[config.mk]
export PLATFORM = sky130hd
export DESIGN_NAME = rms_bcd_disp
export DESIGN_NICKNAME = d
export VERILOG_FILES = /design/src/rtl/mm_disp_pkg.sv /design/src/rtl/mm_seg7_enc.sv /design/src/rtl/rms_bcd_disp.sv
export SDC_FILE = /design/constraint.sdc
export NUM_CORES = 1
export LEC_CHECK = 0
export CORE_MARGIN = 1.5
export CORE_UTILIZATION = 50
export CTS_CLUSTER_DIAMETER = 50
export DETAILED_ROUTE_END_ITERATION = 12
export MAX_ROUTING_LAYER = met4
export PLACE_DENSITY = 0.72
export SLEW_MARGIN = 20
export SYNTH_ARGS = -nofsm -noshare
export SYNTH_HDL_FRONTEND = slang
export SYNTH_SLANG_ARGS = --single-unit
[constraint.sdc]
create_clock -name clk -period 2.5 [get_ports clk]
set_clock_uncertainty 0.1 [all_clocks]
set_input_delay 0.5 -clock clk [delete_from_list [all_inputs] [get_ports clk]]
set_output_delay 0.5 -clock clk [all_outputs]
set_load 0.01 [all_outputs]
[src/rtl/mm_disp_pkg.sv]
// Shared types, constants and helpers for the multimeter BCD display stage.
// Used by rms_bcd_disp and mm_seg7_enc.
package mm_disp_pkg;

    localparam int BCD_W = 4;

    typedef enum logic [1:0] {
        IDLE  = 2'd0,
        SHIFT = 2'd1,
        DONE  = 2'd2
    } state_t;

    // Active-low segments, bit 0 = a ... bit 6 = g; index = nibble value 0..F
    localparam logic [15:0][6:0] SEG7_TABLE = {
        7'h0E, 7'h06, 7'h21, 7'h46, 7'h03, 7'h08, 7'h10, 7'h00,
        7'h78, 7'h02, 7'h12, 7'h19, 7'h30, 7'h24, 7'h79, 7'h40
    };

    localparam logic [6:0] SEG7_OFF = 7'h7F;

    function automatic logic [BCD_W-1:0] add3(input logic [BCD_W-1:0] nibble);
        logic [BCD_W-1:0] res;
        if (nibble >= 4'd5) begin
            res = nibble + 4'd3;
        end else begin
            res = nibble;
        end
        return res;
    endfunction

endpackage

[src/rtl/mm_seg7_enc.sv]
// One BCD digit plus blank flag to active-low 7-segment pattern (combinational).
// Only instantiated when RMS_BCD_SEVSEG_EN is defined.
module mm_seg7_enc
    import mm_disp_pkg::*;
(
    input  logic [BCD_W-1:0] digit,
    input  logic             blank,
    output logic [6:0]       seg
);

    // Blanked digits are fully dark
    always_comb begin
        seg = SEG7_OFF;
        if (blank) begin
            seg = SEG7_OFF;
        end else begin
            seg = SEG7_TABLE[digit];
        end
    end

endmodule

[src/rtl/rms_bcd_disp.sv]
// Binary RMS result to packed BCD via sequential double dabble, with leading-zero
// blank mask and overflow flag. Optional 7-segment output under RMS_BCD_SEVSEG_EN.
module rms_bcd_disp
    import mm_disp_pkg::*;
#(
    parameter int DATA_W = 16,
    parameter int DIGITS = 5
) (
    input  logic                      clk,
    input  logic                      rst_n,
    input  logic [DATA_W-1:0]         din_i,
    input  logic                      din_update_i,
    input  logic                      clr_i,
    output logic [DIGITS*BCD_W-1:0]   bcd_o,
    output logic [DIGITS-1:0]         blank_o,
    output logic                      ovf_o,
    output logic                      busy_o,
    output logic                      dout_update_o
`ifdef RMS_BCD_SEVSEG_EN
    ,
    output logic [DIGITS*7-1:0]       seg_o
`endif
);

    localparam int BCD_BITS = DIGITS * BCD_W;
    localparam int SR_W     = BCD_BITS + DATA_W;
    localparam int CNT_W    = (DATA_W > 1) ? $clog2(DATA_W) : 1;
    localparam logic [CNT_W-1:0]  CNT_LAST  = CNT_W'(DATA_W - 1);
    localparam logic [DIGITS-1:0] BLANK_RST = {{(DIGITS-1){1'b1}}, 1'b0};

    state_t                state_r, state_next_s;
    logic [CNT_W-1:0]      bit_cnt_r;
    logic [SR_W-1:0]       sr_r, adj_s, sr_step_s;
    logic                  carry_s, ovf_sticky_r;
    logic                  load_s, finish_s;
    logic [DATA_W-1:0]     load_data_s;
    logic                  pend_valid_r;
    logic [DATA_W-1:0]     pend_data_r;
    logic                  res_ovf_s;
    logic [BCD_BITS-1:0]   bcd_next_s;
    logic [DIGITS-1:0]     blank_next_s;
    logic [BCD_BITS-1:0]   bcd_r;
    logic [DIGITS-1:0]     blank_r;
    logic                  ovf_r, busy_r, upd_r;

    // One double-dabble step: adjust every nibble, then shift the whole register left
    always_comb begin
        adj_s = sr_r;
        for (int i = 0; i < DIGITS; i++) begin
            adj_s[DATA_W + i*BCD_W +: BCD_W] = add3(sr_r[DATA_W + i*BCD_W +: BCD_W]);
        end
        sr_step_s = {adj_s[SR_W-2:0], 1'b0};
        carry_s   = adj_s[SR_W-1];
    end

    // A waiting value always takes precedence over a fresh strobe
    always_comb begin
        load_data_s = din_i;
        if (pend_valid_r) begin
            load_data_s = pend_data_r;
        end else begin
            load_data_s = din_i;
        end
    end

    // Next-state logic
    always_comb begin
        state_next_s = state_r;
        load_s       = 1'b0;
        finish_s     = 1'b0;
        case (state_r)
            IDLE, DONE: begin
                if (din_update_i || pend_valid_r) begin
                    state_next_s = SHIFT;
                    load_s       = 1'b1;
                end else begin
                    state_next_s = IDLE;
                end
            end
            SHIFT: begin
                if (bit_cnt_r == CNT_LAST) begin
                    state_next_s = DONE;
                    finish_s     = 1'b1;
                end else begin
                    state_next_s = SHIFT;
                end
            end
            default: begin
                state_next_s = IDLE;
            end
        endcase
    end

    // Result of the final shift, formatted for the display (overflow shows all 9s)
    always_comb begin
        logic zero_run;
        res_ovf_s    = ovf_sticky_r | carry_s;
        bcd_next_s   = sr_step_s[SR_W-1 -: BCD_BITS];
        blank_next_s = {DIGITS{1'b0}};
        zero_run     = 1'b1;
        if (res_ovf_s) begin
            bcd_next_s   = {DIGITS{4'h9}};
            blank_next_s = {DIGITS{1'b0}};
        end else begin
            for (int i = DIGITS - 1; i >= 1; i--) begin
                zero_run        = zero_run & (bcd_next_s[i*BCD_W +: BCD_W] == 4'h0);
                blank_next_s[i] = zero_run;
            end
        end
    end

    // FSM state, bit counter and busy flag
    always_ff @(posedge clk or negedge rst_n) begin
        if (!rst_n) begin
            state_r   <= IDLE;
            bit_cnt_r <= {CNT_W{1'b0}};
            busy_r    <= 1'b0;
        end else if (clr_i) begin
            state_r   <= IDLE;
            bit_cnt_r <= {CNT_W{1'b0}};
            busy_r    <= 1'b0;
        end else begin
            state_r <= state_next_s;
            busy_r  <= (state_next_s != IDLE);
            if (load_s || (state_r == SHIFT && bit_cnt_r == CNT_LAST)) begin
                bit_cnt_r <= {CNT_W{1'b0}};
            end else if (state_r == SHIFT) begin
                bit_cnt_r <= bit_cnt_r + CNT_W'(1);
            end else begin
                bit_cnt_r <= bit_cnt_r;
            end
        end
    end

    // Conversion shift register and sticky carry-out of the top digit
    always_ff @(posedge clk or negedge rst_n) begin
        if (!rst_n) begin
            sr_r         <= {SR_W{1'b0}};
            ovf_sticky_r <= 1'b0;
        end else if (clr_i) begin
            sr_r         <= {SR_W{1'b0}};
            ovf_sticky_r <= 1'b0;
        end else if (load_s) begin
            sr_r         <= {{BCD_BITS{1'b0}}, load_data_s};
            ovf_sticky_r <= 1'b0;
        end else if (state_r == SHIFT) begin
            sr_r         <= sr_step_s;
            ovf_sticky_r <= ovf_sticky_r | carry_s;
        end else begin
            sr_r         <= sr_r;
            ovf_sticky_r <= ovf_sticky_r;
        end
    end

    // Pending slot: a strobe that is not loaded directly is parked (latest wins)
    always_ff @(posedge clk or negedge rst_n) begin
        if (!rst_n) begin
            pend_valid_r <= 1'b0;
            pend_data_r  <= {DATA_W{1'b0}};
        end else if (clr_i) begin
            pend_valid_r <= 1'b0;
            pend_data_r  <= {DATA_W{1'b0}};
        end else if (din_update_i && !(load_s && !pend_valid_r)) begin
            pend_valid_r <= 1'b1;
            pend_data_r  <= din_i;
        end else if (load_s && pend_valid_r) begin
            pend_valid_r <= 1'b0;
            pend_data_r  <= pend_data_r;
        end else begin
            pend_valid_r <= pend_valid_r;
            pend_data_r  <= pend_data_r;
        end
    end

    // Display outputs update on entry to DONE so the pulse coincides with DONE
    always_ff @(posedge clk or negedge rst_n) begin
        if (!rst_n) begin
            bcd_r   <= {BCD_BITS{1'b0}};
            blank_r <= BLANK_RST;
            ovf_r   <= 1'b0;
            upd_r   <= 1'b0;
        end else if (clr_i) begin
            bcd_r   <= {BCD_BITS{1'b0}};
            blank_r <= BLANK_RST;
            ovf_r   <= 1'b0;
            upd_r   <= 1'b0;
        end else if (finish_s) begin
            bcd_r   <= bcd_next_s;
            blank_r <= blank_next_s;
            ovf_r   <= res_ovf_s;
            upd_r   <= 1'b1;
        end else begin
            bcd_r   <= bcd_r;
            blank_r <= blank_r;
            ovf_r   <= ovf_r;
            upd_r   <= 1'b0;
        end
    end

    assign bcd_o         = bcd_r;
    assign blank_o       = blank_r;
    assign ovf_o         = ovf_r;
    assign busy_o        = busy_r;
    assign dout_update_o = upd_r;

`ifdef RMS_BCD_SEVSEG_EN
    localparam logic [DIGITS*7-1:0] SEG_RST = {{(DIGITS-1){7'h7F}}, 7'h40};

    logic [DIGITS*7-1:0] seg_next_s;
    logic [DIGITS*7-1:0] seg_r;

    for (genvar g = 0; g < DIGITS; g++) begin : g_seg
        mm_seg7_enc u_enc (
            .digit (bcd_next_s[g*BCD_W +: BCD_W]),
            .blank (blank_next_s[g]),
            .seg   (seg_next_s[g*7 +: 7])
        );
    end

    // Segment register tracks bcd_o
    always_ff @(posedge clk or negedge rst_n) begin
        if (!rst_n) begin
            seg_r <= SEG_RST;
        end else if (clr_i) begin
            seg_r <= SEG_RST;
        end else if (finish_s) begin
            seg_r <= seg_next_s;
        end else begin
            seg_r <= seg_r;
        end
    end

    assign seg_o = seg_r;
`endif

endmodule

==> Implementation_results.wiki, run 1 <==
{| class="wikitable"
! Metric !! Value
|-
| Status || complete, but fails checks
|-
| Failing checks || negative hold slack
|-
| Number of DRC violations after detailed-routing iteration 0 || 158
|-
| Hpwl dp || 6460 um
|-
| Crit path to || blank_o[1]
|-
| Initial core utilization || 51.0%
|-
| Routed Wire Length || 8930 um
|-
| Number of detailed-route iterations in the first pass || 4
|-
| Floorplan Core Area || 0.00813 sq mm
|-
| Crit path max-delay cell type || or4_4
|-
| Leading post-synthesis cells by cell area || dfrtp_1, a22o_1, nand2_1, a21oi_1, ha_1
|-
| Site row count || 33
|-
| Peak VDD IR || 0.433 mV
|-
| Data arrival at the endpoint of the critical path || 2.51 ns
|-
| Main combinational cell family by area after synthesis || compound AO/OA/AOI/OAI gates
|-
| Number of antenna violations at the first check in global routing || 0
|-
| Fraction of synthesized area in multiplexers || 1.72%
|-
| Slew at the pin closest to its max-slew limit || 1.04 ns
|-
| Required arrival time at the worst endpoint || 2.69 ns
|-
| List of cells traversed by the critical path || inv_1 > ha_1 > nand2b_1 > nor3b_1 > a211oi_2 > nand2_2 > or4_4 > o21ai_2
|-
| Count of final setup violators || 0
|-
| Net count after synthesis || 439
|-
| Count of input and output buffers || 46
|-
| Setup repair after global routing missed its margin || no
|-
| Routed length per placed instance || 15.7 um
|-
| Post-synthesis compound-gate area fraction || 22.8%
|-
| Share of the synthesized netlist area taken by xor and xnor gates || 1.48%
|-
| Adder-cell area share of the yosys netlist || 3.32%
|-
| GRT overflow || 0
|-
| Top fanout value on the critical path || 4
|-
| Flip-flop and latch count after synthesis || 87
|-
| Total via count in the routed design || 3245
|-
| Fraction of post-synthesis cell area in the top cell type by area || 50.1%
|-
| Share of synthesized area occupied by flip-flops and latches || 52.6%
|-
| Post-synth ARST share || 100%
|-
| Number of placed instances with taps included || 553
|-
| TritonCTS clock tree || built
|-
| Slowest cell delay on critical path || 0.56 ns
|-
| Crit. Startpoint || sr_r[33]
|-
| Number of nets at the end of the flow || 490
|-
| Register clock-pin slew on the reported worst setup and hold paths || 0.09 ns
|-
| Path length in cells of the critical path || 8
|-
| Top Ports || 48
|-
| Clock latency on the worst-skew pair || 0.35 ns
|-
| Area of all placed cells without fillers || 0.00502 sq mm
|-
| Reported leakage power || 2.23 nW
|-
| Number of antenna repair diodes || 0
|-
| Clock period minus worst slack || 2.31 ns
|-
| Synthesis Warnings || 0
|-
| Worst setup margin || 0.186 ns
|-
| Post-detailed-route DRC marker count || 0
|-
| Period Utilization, post-route || 92.5%
|-
| Final sum of negative setup slack || 0 ns
|-
| Most used flip-flop cell after synthesis || dfrtp_1
|-
| Number of buffers created by CTS || 9
|-
| Final hold slack || -0.0105 ns
|-
| Root buffer cell || clkbuf_8
|-
| Die span in y || 94.1 um
|-
| Total GRT Usage || 22.7%
|-
| Total cell area at the placement stage || 0.00480 sq mm
|-
| Bufs and invs on worst path || 1
|-
| H-tree depth reported by CTS || 3
|-
| Gpl congestion || 0.875
|-
| Post-Syn Area || 0.00415 sq mm
|-
| Worst reg-to-reg path cell count || 8
|-
| Number of non-filler instances in the completed layout || 569
|-
| Power per unit of standard cell area || 564 mW/mm^2
|-
| Reg-to-Reg Start || sr_r[33]
|-
| Area of the die || 0.00885 sq mm
|-
| Synth area leader || dfrtp_1
|-
| Final hold violation count || 5
|-
| Clk sinks || 87
|-
| Fmax || 432 MHz
|-
| Wire length of the first global-routing pass || 15300 um
|-
| Number of routed nets with antenna violations || 0
|-
| Cell count after synthesis || 408
|-
| Number of maximum-capacitance constraint violations || 0
|-
| Post-CTS setup buffer count || 0
|-
| Average cell area after synthesis || 10.2 sq um
|-
| Library cells used by synthesis || 42
|-
| EDFF count, synth || 0
|-
| Worst hold path type || in -> async
|-
| Worst slew margin relative to its limit || 30.3%
|-
| Avg Vias per Cell || 5.70
|-
| Die width || 94.1 um
|-
| Simple-gate share of the synthesized area || 14.4%
|-
| Number of buffers between clock root and the deepest sink || 2
|-
| Setup slack, reg-to-reg || 0.19 ns
|-
| Gate family responsible for the most delay along the worst path || simple AND/OR/NAND/NOR gates
|-
| Type of element launching the critical path || flip-flop
|-
| Signed area change from the synthesized netlist to the final layout || 21.0%
|-
| Via count of the first global-routing pass || 3207
|-
| Final slew viol count || 0
|-
| Post-placement worst setup slack || 0.0811 ns
|-
| Critical path class || reg -> reg
|-
| Layout cell share with drive strength beyond 1 || 11.0%
|-
| Worst R2R End || blank_o[1]
|-
| Pin count of the biggest net entering global routing || 37
|-
| CP Capture Type || flip-flop
|}
==> sequential cells by signal, summed over array words and instances, names as in the netlist <==
name and count:
sr_r 36, bcd_o 20, ovf_sticky_r 1, ovf_o 1, pend_data_r 16, dout_update_o 1, pend_valid_r 1, bit_cnt_r 4
state_r 2, busy_o 1, blank_o 4
==> metrics by stage <==
stage                     utilization, %  power [mW]  hold slack [ns]
final                               61.7        2.83          -0.0105
after global placement              59.0        1.78            0.358
after global routing                61.7        2.95           0.0311
after detailed placement            59.0        1.79            0.369
after floorplan                        -        1.66            0.104
after CTS                           61.7        2.85           0.0113
==> per-layer routing <==
layer | share of wire (%) | wire (um) | track usage [%] | up-vias
li1 | - | - | - | 1564
met5 | 0 | 0 | - | -
met3 | 4.0 | 353 | 3.16 | 11
met4 | 0.92 | 82 | 6.22 | 0
met1 | 45 | 4050 | 30.6 | 1591
met2 | 50 | 4440 | 36.4 | 79
==> cell type report <==
class	instances	area, sq um
fill	705	3110
sequential	87	2180
multi-input combinational	283	1830
timing repair buffer	65	613
clock buffer	12	145
tap	105	131
clock inverter	4	70.1
inverter	13	48.8
==> power breakdown <==
part	internal (mW)	switching [mW]	leakage, nW
clock	0.588	0.481	0.110
sequential	1.45	0.0302	1.18
combinational	0.111	0.166	0.938
total	2.15	0.677	2.23
==> layout by cell type, fill, tap and decap left out, types with 8 or more instances in the layout <==
cell type,instances
a21oi_1,27
nor2_1,17
clkdlybuf4s50_1,45
inv_1,13
a211oi_1,15
buf_4,19
nand2b_1,8
ha_1,11
o21ai_0,27
nand2_1,54
nor3b_1,9
nor2b_1,17
clkbuf_8,10
a22o_1,32
dfrtp_1,83
a311oi_1,15
==> synth_stat cells (3+ instances only) <==
master,instances
a211o_1,3
a211oi_1,15
a21o_1,3
a21oi_1,28
a22o_1,32
a311oi_1,15
a31oi_1,3
clkbuf_1,24
dfrtp_1,83
dfstp_2,4
ha_1,11
inv_1,13
mux2i_1,6
nand2_1,54
nand2b_1,8
nand3_1,4
nor2_1,18
nor2b_1,17
nor3b_1,9
o21ai_0,27
xnor2_1,6
==> repair_timing <==
action | 4_1_cts | 5_1_grt
resized for setup | 0 | 2
hold endpoints to repair | 0 | 0
setup endpoints to repair | 0 | 9
hold buffers | 0 | 0
==> how the worst min path moves through the flow <==
stage | start | endpoint
floorplan | rst_n | bcd_o[0]
global placement | ovf_o | ovf_o
detailed placement | bcd_o[3] | bcd_o[3]
CTS | rst_n | bcd_o[9]
global route | rst_n | bcd_o[10]
finish | rst_n | bcd_o[10]
==> kinds of logic after synthesis <==
| group | Yosys count |
|---|---|
| flops | 87 |
| buf+inv | 38 |
| simple gates | 122 |
| fa+ha+maj | 11 |
| xor+xnor | 7 |
| compound gates | 135 |
| mux | 7 |
| other cells | 1 |
No activity file was read; power rests on OpenSTA's default activity.
==> run 2, diff against run 1 <==
--- a/config.mk
+++ b/config.mk
@@ -11,6 +11,7 @@
 export DETAILED_ROUTE_END_ITERATION = 12
 export MAX_ROUTING_LAYER = met4
 export PLACE_DENSITY = 0.72
+export SKIP_CTS_REPAIR_TIMING = 1
 export SLEW_MARGIN = 20
 export SYNTH_ARGS = -nofsm -noshare
 export SYNTH_HDL_FRONTEND = slang
==> constraint.sdc (replaced) <==
create_clock -name clk -period 2.2 [get_ports clk]
set_clock_uncertainty 0.1 [all_clocks]
set_input_delay 0.44 -clock clk [delete_from_list [all_inputs] [get_ports clk]]
set_output_delay 0.44 -clock clk [all_outputs]
set_load 0.01 [all_outputs]
==> run 2 against run 1 <==
Compared with the run above: the run now ends clean; critical path depth down 1; core utilization up 2.4 points; setup slack worse by 0.14 ns; power up 10%; global-route usage up 0.70 points; design area up 3.9%; register-to-register slack worse by 0.14 ns; critical path type unchanged; largest cell class unchanged.
==> Implementation_results.wiki, run 2 (synthesis gave the netlist of run 1 again) <==
{| class="wikitable"
! Metric !! Value
|-
| Status || finished, final reports clean
|-
| Uppermost metal layer occupied by signal nets || met4
|-
| End-of-flow core utilization || 64.1% (+2.4 points)
|-
| Area of all placed cells without fillers || 0.00522 sq mm (+3.9%)
|-
| Clk sinks || 87 (unchanged)
|-
| Post-detailed-route DRC marker count || 0 (unchanged)
|-
| Final sum of negative setup slack || 0 ns (unchanged)
|-
| Met3 Routed Length || 327 um (-7.4%)
|-
| Clock period minus worst slack || 2.15 ns (-0.163 ns)
|-
| Fmax || 465 MHz (+7.6%)
|-
| Total cell area at the placement stage || 0.00491 sq mm (+2.3%)
|-
| Pin count of the biggest net entering global routing || 44 (+19%)
|-
| Site row count || 33 (unchanged)
|-
| Number of antenna violations at the first check in global routing || 0 (unchanged)
|-
| Die width || 94.1 um (unchanged)
|-
| Data arrival at the endpoint of the critical path || 2.36 ns (-0.15 ns)
|-
| Type of element launching the critical path || flip-flop
|-
| Post-placement worst setup slack || -0.126 ns (-0.207 ns)
|-
| Final hold violation count || 0 (-5)
|-
| Number of non-filler instances in the completed layout || 587 (+3.2%)
|-
| Hpwl dp || 6450 um (-0.11%)
|-
| Number of routed nets with antenna violations || 0 (unchanged)
|-
| Worst setup margin || 0.0489 ns (-0.137 ns)
|-
| Reg with most FFs || sr_r
|-
| Period Utilization, post-route || 97.8% (+5.2 points)
|-
| Die span in y || 94.1 um (unchanged)
|-
| H-tree depth reported by CTS || 3 (unchanged)
|-
| Layout cell share with drive strength beyond 1 || 17.6% (+6.6 points)
|-
| Critical path class || reg -> reg
|-
| Commonest non-fill, non-tap cells in the layout || dfrtp_1, nand2_1, clkdlybuf4s50_1
|-
| Final slew viol count || 0 (unchanged)
|-
| Wire length of the first global-routing pass || 15500 um (+1.6%)
|-
| Top fanout value on the critical path || 4 (unchanged)
|-
| Via count of the first global-routing pass || 3250 (+1.3%)
|-
| Number of DRC violations after detailed-routing iteration 0 || 136 (-14%)
|-
| Floorplan Core Area || 0.00813 sq mm (unchanged)
|-
| Number of buffers created by CTS || 9 (unchanged)
|-
| Met2 wire length || 4330 um (-2.4%)
|-
| CP Capture Type || flip-flop
|-
| Number of buffers between clock root and the deepest sink || 2 (unchanged)
|-
| Initial core utilization || 51.0% (unchanged)
|-
| Area of the die || 0.00885 sq mm (unchanged)
|-
| Number of placed instances with taps included || 566 (+2.4%)
|-
| Required arrival time at the worst endpoint || 2.40 ns (-0.29 ns)
|-
| Power per unit of standard cell area || 598 mW/mm^2 (+6.0%)
|-
| Signed area change from the synthesized netlist to the final layout || 25.7%
|-
| GRT overflow || 0 (unchanged)
|-
| Overall power after layout || 3.12 mW (+10%)
|-
| Slew at the pin closest to its max-slew limit || 0.999 ns (-0.0439 ns)
|-
| Root buffer cell || clkbuf_8
|-
| Number of detailed-route iterations in the first pass || 4 (unchanged)
|-
| Count of final setup violators || 0 (unchanged)
|-
| Peak VDD IR || 0.303 mV (-30%)
|-
| Clock latency on the worst-skew pair || 0.36 ns (about the same)
|-
| Routed length per placed instance || 15.7 um (about the same)
|-
| Gpl congestion || 0.847 (-3.2%)
|-
| Length of routed wiring on met1 || 4290 um (+5.9%)
|-
| Total GRT Usage || 23.4% (+0.70 points)
|-
| Number of nets at the end of the flow || 508 (+3.7%)
|-
| Number of maximum-capacitance constraint violations || 0 (unchanged)
|-
| Reported leakage power || 2.31 nW (+3.7%)
|-
| TritonCTS clock tree || built
|-
| Flip-flop count of the largest register after layout || 36 (unchanged)
|-
| Top Ports || 48 (unchanged)
|-
| Routed Wire Length || 9210 um (+3.2%)
|-
| Total via count in the routed design || 3335 (+2.8%)
|-
| Leading cell type in the layout, fill and taps excluded || dfrtp_1
|-
| Count of input and output buffers || 46 (unchanged)
|-
| Worst slew margin relative to its limit || 33.2% (+2.9 points)
|-
| Register clock-pin slew on the reported worst setup and hold paths || 0.09 ns (about the same)
|-
| Final hold slack || 0.384 ns (+0.395 ns)
|-
| Avg Vias per Cell || 5.68 (-0.38%)
|-
| Number of antenna repair diodes || 0 (unchanged)
|-
| Worst hold path type || reg -> reg
|}
==> run 2: cell type report <==
| type | count | area, sq um |
|---|---|---|
| sequential | 87 | 2190 |
| timing repair buffer | 83 | 763 |
| multi-input combinational | 283 | 1900 |
| fill | 677 | 2920 |
| inverter | 13 | 48.8 |
| clock inverter | 5 | 58.8 |
| tap | 105 | 131 |
| clock buffer | 11 | 131 |
==> run 2: metal layers <==
metal | GRT usage (%) | up-vias
met3 | 4.05 | 26
met2 | 35.4 | 79
met4 | 12.6 | 0
met5 | - | -
li1 | - | 1608
met1 | 30.2 | 1622
==> run 2: power breakdown <==
part	switching [mW]	leakage [nW]	internal (mW)	total (mW)
combinational	0.191	1.05	0.137	0.329
sequential	0.0340	1.18	1.65	1.69
clock	0.577	0.0895	0.526	1.10
total	0.802	2.31	2.31	3.12
==> run 2: path summary, 6_finish.rpt <==
path | startpoint | endpoint | cells past startpoint | slack, ns
setup / recovery | sr_r[32] | blank_o[1] | 7 | 0.05
setup reg to reg | sr_r[32] | blank_o[1] | 7 | 0.05
hold / removal | bcd_o[3] | bcd_o[3] | 1 | 0.38
max in group asynchronous | rst_n | blank_o[4] | 3 | 0.93
min in group asynchronous | rst_n | bcd_o[4] | 2 | 0.40
hold reg to reg | bcd_o[3] | bcd_o[3] | 1 | 0.38
==> run 2: critical path, stage by stage (launching register included) <==
cell and delay (ns):
dfrtp_1 0.43, ha_1 0.22, nand2b_4 0.14, nor3b_1 0.15
a211oi_2 0.22, nand2_2 0.11, or4_4 0.57, o21ai_2 0.14
